[config.mk]
export PLATFORM = sky130hd
export DESIGN_NAME = keypad_matrix_scanner
export DESIGN_NICKNAME = d
export VERILOG_FILES = /design/src/rtl/keypad_matrix_scanner.sv
export SDC_FILE = /design/constraint.sdc
export NUM_CORES = 1
export LEC_CHECK = 0
export BUFFER_PORTS_ARGS = -buffer_cell sky130_fd_sc_hd__buf_2
export CAP_MARGIN = 30
export CORE_ASPECT_RATIO = 1.1
export CORE_MARGIN = 2
export CORE_UTILIZATION = 45
export DETAILED_ROUTE_END_ITERATION = 7
export PLACE_DENSITY_LB_ADDON = 0.15
export SLEW_MARGIN = 15
export SYNTH_ARGS = -nofsm -noshare
export SYNTH_HDL_FRONTEND = slang
export SYNTH_SLANG_ARGS = --single-unit
[constraint.sdc]
create_clock -name iCLK -period 11.6 [get_ports iCLK]
set_clock_uncertainty 0.15 [all_clocks]
set_input_delay 1.16 -clock iCLK [delete_from_list [all_inputs] [get_ports iCLK]]
set_output_delay 1.16 -clock iCLK [all_outputs]
set_load 0.02 [all_outputs]
[src/rtl/keypad_matrix_scanner.sv]
// keypad_matrix_scanner
//   Scans a 4x4 active-low key matrix one row at a time, collects a full
//   16-bit frame, and debounces whole frames into single press/release events.
//   Frames with more than one key down are treated as "no valid key" so that
//   ghosted combinations never produce a code.
//
// Ports
//   iCLK        system clock, rising edge
//   iRST_n      asynchronous active-low reset
//   iCOL[3:0]   column inputs, active low, asynchronous to iCLK
//   oROW[3:0]   row drive, active-low one-hot
//   oKEY[3:0]   last accepted key code (row*4 + col), held until the next press
//   oKEY_VALID  one-cycle pulse on an accepted press
//   oKEY_REL    one-cycle pulse on an accepted release
//   oKEY_HELD   high from accepted press to accepted release
module keypad_matrix_scanner #(
    parameter int SCAN_DIV        = 50000,
    parameter int DEBOUNCE_FRAMES = 4
) (
    input  logic       iCLK,
    input  logic       iRST_n,
    input  logic [3:0] iCOL,
    output logic [3:0] oROW,
    output logic [3:0] oKEY,
    output logic       oKEY_VALID,
    output logic       oKEY_REL,
    output logic       oKEY_HELD
);

    localparam int              CNT_W    = (SCAN_DIV > 1) ? $clog2(SCAN_DIV) : 1;
    localparam logic [CNT_W-1:0] CNT_LAST = CNT_W'(SCAN_DIV - 1);
    // dcnt already holds the frames seen so far; the current frame is the
    // last one needed once dcnt reaches DEBOUNCE_FRAMES-1.
    localparam logic [3:0]       DB_M1    = 4'(DEBOUNCE_FRAMES - 1);

    typedef enum logic [1:0] {S_IDLE, S_CAND, S_PRESSED, S_RELEASE} state_t;

    logic [3:0]       col_s1, col_s2;
    logic [CNT_W-1:0] scan_cnt;
    logic [1:0]       row;
    logic [1:0]       row_nxt;
    logic [15:0]      frame;      // 1 = key down
    logic             frame_done;

    logic [4:0]       hit_cnt;
    logic [3:0]       hit_idx;
    logic             single;
    logic             hit_cand;

    state_t           state;
    logic [3:0]       cand;
    logic [3:0]       dcnt;

    // Two-flop synchronizer; idle state is "all columns released".
    always_ff @(posedge iCLK or negedge iRST_n) begin
        if (!iRST_n) begin
            col_s1 <= 4'b1111;
            col_s2 <= 4'b1111;
        end else begin
            col_s1 <= iCOL;
            col_s2 <= col_s1;
        end
    end

    assign row_nxt = row + 2'd1;

    // Row scan. Columns are sampled at the end of each slot so the row drive
    // has had the full slot to settle and pass through the synchronizer.
    always_ff @(posedge iCLK or negedge iRST_n) begin
        if (!iRST_n) begin
            scan_cnt   <= '0;
            row        <= 2'd0;
            oROW       <= 4'b1110;
            frame      <= '0;
            frame_done <= 1'b0;
        end else begin
            frame_done <= 1'b0;
            if (scan_cnt == CNT_LAST) begin
                scan_cnt                  <= '0;
                frame[{row, 2'b00} +: 4]  <= ~col_s2;
                row                       <= row_nxt;
                oROW                      <= ~(4'b0001 << row_nxt);
                frame_done                <= (row == 2'd3);
            end else begin
                scan_cnt <= scan_cnt + 1'b1;
            end
        end
    end

    // Frame classification: count set bits and remember the (only) index.
    always_comb begin
        hit_cnt = 5'd0;
        hit_idx = 4'd0;
        for (int i = 0; i < 16; i++) begin
            if (frame[i]) begin
                hit_cnt = hit_cnt + 5'd1;
                hit_idx = 4'(i);
            end
        end
    end

    assign single   = (hit_cnt == 5'd1);
    assign hit_cand = single && (hit_idx == cand);

    // Debounce FSM, stepped once per completed frame.
    always_ff @(posedge iCLK or negedge iRST_n) begin
        if (!iRST_n) begin
            state      <= S_IDLE;
            cand       <= 4'd0;
            dcnt       <= 4'd0;
            oKEY       <= 4'd0;
            oKEY_VALID <= 1'b0;
            oKEY_REL   <= 1'b0;
            oKEY_HELD  <= 1'b0;
        end else begin
            oKEY_VALID <= 1'b0;
            oKEY_REL   <= 1'b0;
            if (frame_done) begin
                case (state)
                    S_IDLE: begin
                        if (single) begin
                            state <= S_CAND;
                            cand  <= hit_idx;
                            dcnt  <= 4'd1;
                        end
                    end
                    S_CAND: begin
                        if (hit_cand) begin
                            if (dcnt >= DB_M1) begin
                                state      <= S_PRESSED;
                                oKEY       <= cand;
                                oKEY_VALID <= 1'b1;
                                oKEY_HELD  <= 1'b1;
                            end else begin
                                dcnt <= dcnt + 4'd1;
                            end
                        end else if (single) begin
                            // a different key took over: restart on it
                            cand <= hit_idx;
                            dcnt <= 4'd1;
                        end else begin
                            state <= S_IDLE;
                            dcnt  <= 4'd0;
                        end
                    end
                    S_PRESSED: begin
                        if (!hit_cand) begin
                            state <= S_RELEASE;
                            dcnt  <= 4'd1;
                        end
                    end
                    S_RELEASE: begin
                        // any frame other than the held key counts toward release,
                        // so a new key must go through IDLE and a fresh CAND run
                        if (hit_cand) begin
                            state <= S_PRESSED;
                        end else if (dcnt >= DB_M1) begin
                            state     <= S_IDLE;
                            dcnt      <= 4'd0;
                            oKEY_REL  <= 1'b1;
                            oKEY_HELD <= 1'b0;
                        end else begin
                            dcnt <= dcnt + 4'd1;
                        end
                    end
                    default: state <= S_IDLE;
                endcase
            end
        end
    end

endmodule

; Word level (Yosys, flattened, before mapping)
; Cells that the tools add are included.
[totals]
output_inout_bits = 11
inputBits = 6
register_bits = 64
elab_cells = 131
[classes]
eq_ne = 18
bitwise_logic = 2
n_addsub = 19
reduce_logical = 9
shift = 3
mux = 65
magnitude_cmp = 1
[op_table]
columns = op, count
row1 = $mux W4, 22
row2 = $add A5 B1 Y5 const B, 15
row3 = $mux W5, 15
row4 = $add A16 B1 Y16 const B, 1
row5 = $bwmux W16, 1
row6 = $eq A16 B16 Y1 const B, 1
row7 = $mux W16, 1
row8 = $pmux W4 S4, 1
row9 = $shift A4 B6 Y16 const A, 1
row10 = $shiftx A4 B6 Y16, 1
row11 = $mux W1, 15
row12 = $mux W2, 7
row13 = $ne A2 B2 Y1 const B, 7
row14 = $ne A3 B3 Y1 const B, 4
row15 = $reduce_and A6 Y1, 2
row16 = $not A4 Y4, 2
row17 = $pmux W2 S4, 1
row18 = $pmux W4 S2, 1
row19 = $eq A2 B2 Y1 const B, 3
row20 = $neg A4 Y6, 1
row21 = $eq A5 B1 Y1 const B, 1
row22 = $reduce_and A5 Y1, 1
row23 = $add A4 B1 Y4 const B, 1
row24 = $eq A4 B4 Y1, 1
row25 = other kinds (10), 11

; Depth between registers and ports, before layout
[logic_depth]
depth_word = 36
mapped_depth = 46
ltp_nobuf = 45

; Worst setup path before layout
; Ideal clock, no wire load.
[synth_path]
kind = register to register
start = register frame[0]
end = register cand[1]
setup_ps = 125
period_less_slack_ps = 9751
n_path_buf = 0
t_arrival_ps = 9476
required_ps = 11325
stages_incl_launch_ff = 44
setup_slack_ps = 1849
cell_sequence = dfrtp_1 inv_1 ha_1 xnor2_1 inv_1 ha_1 mux2_2 ha_1 mux2_2 ha_1 a32oi_1 nand2_1 ha_1 nor2_1 a31oi_1 ha_1 nand2b_1 o31ai_1 [8 not listed] ha_1 mux2i_1 inv_1 ha_1 nand2_1 o21ai_0 ha_1 mux2_2 ha_1 mux2_2 ha_1 nor2_1 a221oi_1 a21o_1 a31oi_4 nand2_4 a2111oi_4 mux2_4
[synth_between]
elab_chain_len = 35
word_cells_on_any_way = 38
cone_classes = add/sub: 15 / eq/ne: 2 / mux: 19 / reduce/logical: 2
[synth_rtl]
columns = element, line
row1 = start: declaration, 42  ; logic [15:0] frame;
row2 = start signal: indexed assignment, 80  ; frame[{row, 2'b00} +: 4] <= ~col_s2;
row3 = $mux W1 *, 95  ; if (frame[i]) begin
row4 = $add A5 B1 Y5, 96  ; hit_cnt = hit_cnt + 5'd1;
row5 = $mux W5 *, 95
row6 = $add A5 B1 Y5, 96
row7 = $mux W5 *, 95
row8 = $add A5 B1 Y5, 96
row9 = $mux W5 *, 95
row10 = $add A5 B1 Y5, 96
row11 = [19 not listed], -
row12 = $add A5 B1 Y5, 96
row13 = $mux W5 *, 95
row14 = $add A5 B1 Y5, 96
row15 = $mux W5 *, 95
row16 = $eq A5 B1 Y1 *, 102  ; assign single = (hit_cnt == 5'd1);
row17 = $mux W4 / $logic_and A1 B1 Y1 (equally long branches), -
row18 = $mux W4 / $ne A2 B2 Y1 (equally long branches), -
row19 = $pmux W4 S2 / $reduce_and A3 Y1 (equally long branches), -
row20 = end signal: assignment, 123  ; cand <= hit_idx;
row21 = end signal: assignment, 139  ; cand <= hit_idx;
row22 = end: declaration, 51  ; logic [3:0] cand;
; Every way passes the cells marked *; elsewhere a longest branch is shown, timed or not. The select of a mux whose other input is x is not followed.
; A chain may end at the register's enable or synchronous reset.

; Final worst setup path
[layout_path]
start = register frame[0]
end = register cand[3]
; Same word-level chain as after synthesis.

==> results.toml <==
[worst_setup_path]
max_stage_delay_ns = 0.51
crit_path_start_kind = "register"
cp.required_ns = 11.67
worstSetupEndpointType = "register"
cp_max_fo = 5
critPathTopFamily = "adder cells"
slowest_stage = "a2111oi_4"
path_buf_inv = 4
path_class = "register to register"
arrival_ns = 10.67
cpMostUsedCell = "ha_1"

[detailed_routing]
top_layer = "met4"
wl_per_cell_um = 14.0
routed-wl-met3_um = 241
routed_via_density = 5.50
dr.pass1.iters = 4
drt_iter0_drc = 139
drc = 0
ant_nets = 0
totalWireLength_mm = 8.44
wl_met2_mm = 3.91
met1_length_mm = 4.16
via_count = 3303

[synthesis]
ys_types = 78
ys_warn_count = 0
synth_edf_count = 0
syn_area_per_cell_sq_um = 9.81
ys.flop_type = "dfrtp_1"
yosysTopAreaCell = "dfrtp_1"
synth.top_cell.area_share_pct = 29.0
synthArstFlopShare_pct = 100
syn_nets = 494
synthCells = 466
synth_seq_area_share_pct = 35.3
yosys-top-cells-area = "dfrtp_1, dfstp_2, ha_1, xnor2_1, nand2_1"
synth-seq-cells = 64
syn_area_sq_um = 4570

[cts]
clk_latency_ns = 0.34
htreeDepth = 3
cts_buffers = 9
cts_resized = 0
clock_path_buffers = 2
postCtsSetupBuffers = 0
cts_hold_buf = 0
cts_root_buffer = "clkbuf_8"
clock-sinks = 64
cts_tree = "built"
clk_pin_slew_ns = 0.07

[global_routing]
grt_pass1_vias = 3133
grt_pass1_wl_mm = 14.9
antenna_found_initial = 0
grt_max_degree = 65
grt_overflow = 0
grt_usage_pct = 16.9

[timing]
final.min_clock_period_ns = 10.60
worstMarginPinSlew_ns = 0.784
relSlewSlack_pct = 47.7
drv_slew = 0
fmax_ghz = 0.0943
setup_viol = 0
tns_ns = 0
finalCritPeriodShare_pct = 91.4
rsz0062_at_grt = "false"
hold_viol = 0

[min_path]
hold_path_class = "register to register"

[pwr]
p_leak_nw = 2.22
powerDensity_nw_per_um2 = 87.1
ir_drop_mv = 0.0794

[placement]
io_buffers = 16
dp_hpwl_mm = 6.32
gp_congestion = 0.814

[die]
coreArea_sq_um = 9890
die_w_um = 100
start_util_pct = 46.2
die-area_sq_um = 11000
ios = 17
die_height_um = 110
rows = 38

[layout]
final_core_util_pct = 49.4
syn_to_final_growth_pct = 6.82
n_fill_cell = 927
layout-drive-gt1-share_pct = 17.3
diodes = 0
final_nets = 504

[status]
status = "finished clean"

[job]
cap_violations = 0
final timing paths:
check | startpoint | to | slack [ns] | depth (start not counted)
hold / removal | col_s1[0]$_DFF_PN1_ | col_s2[0]$_DFF_PN1_ | 0.21 | 0
max in group asynchronous | iRST_n | frame[14]$_DFFE_PN0P_ | 9.96 | 2
min in group asynchronous | iRST_n | scan_cnt[8]$_DFF_PN0_ | 0.83 | 2
setup / recovery | frame[0]$_DFFE_PN0P_ | cand[3]$_DFFE_PN0P_ | 1.0 | 43
setup reg to reg | frame[0]$_DFFE_PN0P_ | cand[3]$_DFFE_PN0P_ | 1.0 | 43
hold reg to reg | col_s1[0]$_DFF_PN1_ | col_s2[0]$_DFF_PN1_ | 0.21 | 0
cell usage in the layout (no fill, tap or decap), types with 3 or more instances in the layout:
cell type,instances
nand2_1,63
dfrtp_1,53
nor2_1,34
xnor2_1,29
inv_1,23
ha_1,22
xor2_1,18
o31ai_1,17
o21ai_0,16
buf_2,16
nand3_1,15
dfstp_2,11
clkbuf_8,10
a21oi_1,9
mux2_2,7
nor3_1,7
and3_1,7
a31oi_1,6
nor4_1,5
nand4_1,5
and2_1,4
nand3b_1,4
mux2i_1,4
o22ai_1,4
mux2_1,4
clkinvlp_4,4
or2_2,3
a221oi_1,3
a21o_1,3
nand2b_1,3
o211ai_1,3
or3_1,3
mux2_4,3
layout make-up:
class | instances | area (sq um) | share of cell area (%)
Multi-Input combinational cell | 361 | 2740 | 56.0
Tap cell | 120 | 150 | 3.08
Clock inverter | 6 | 68.8 | 1.41
Inverter | 23 | 86.3 | 1.77
Clock buffer | 10 | 138 | 2.82
Timing Repair Buffer | 17 | 87.6 | 1.79
Sequential cell | 64 | 1620 | 33.1
power breakdown:
group	switching (mW)	leakage, nW	total [mW]	internal (mW)
registers	0.00117	0.841	0.227	0.226
clock network	0.0881	0.0907	0.193	0.105
logic	0.00428	1.29	0.00508	0.000799
flip-flops by register name (all words and copies together), names as in the netlist, named ones only:
register and cells:
row 2, oKEY_REL 1, frame_done 1, state 1, dcnt 4, scan_cnt 16
oKEY 4, cand 4, oROW 4, oKEY_HELD 1, col_s2 4, oKEY_VALID 1
frame 16, col_s1 4
metal layers:
metal | vias to the layer above | GRT usage (%)
met3 | 11 | 3.24
met5 | - | 0
met2 | 50 | 26.5
met1 | 1571 | 23.7
li1 | 1671 | -
met4 | 0 | 5.58
logic make-up (layout without fill, tap and decap cells):
| group | count (synthesis) | in the layout | synth area share [%] |
|---|---|---|---|
| adder cells (fa/ha/maj) | 22 | 22 | 6.02 |
| AND/OR/NAND/NOR | 175 | 175 | 19.7 |
| AO/OA/AOI/OAI | 87 | 87 | 14.5 |
| XOR/XNOR | 59 | 59 | 15.0 |
| flip-flops | 64 | 64 | 35.3 |
| buffers and inverters | 41 | 56 | 4.79 |
| multiplexers | 18 | 18 | 4.57 |
cells in the mapped netlist, types with 5 or more instances:
library cell  count
nand2_1          63
dfrtp_1          53
nor2_1           34
xnor2_1          29
inv_1            23
ha_1             22
xor2_1           18
o31ai_1          17
o21ai_0          16
nand3_1          15
dfstp_2          11
a21oi_1           9
clkbuf_1          9
and3_1            7
mux2_2            7
nor3_1            7
a31oi_1           6
buf_6             5
nand4_1           5
nor4_1            5
metrics by stage:
stage	power (mW)	cell area (sq um)	setup slack (ns)	instances	hold slack (ns)
after detailed placement	0.237	4680	1.04	585	0.197
after CTS	0.431	4880	1.03	601	0.208
final	0.425	4880	1.00	601	0.207
after floorplan	0.231	4570	1.85	466	0.195
after global routing	0.445	4880	0.287	601	0.217
after global placement	0.236	4680	1.37	585	0.198
Note: power is estimated with default switching activity, not from simulation.
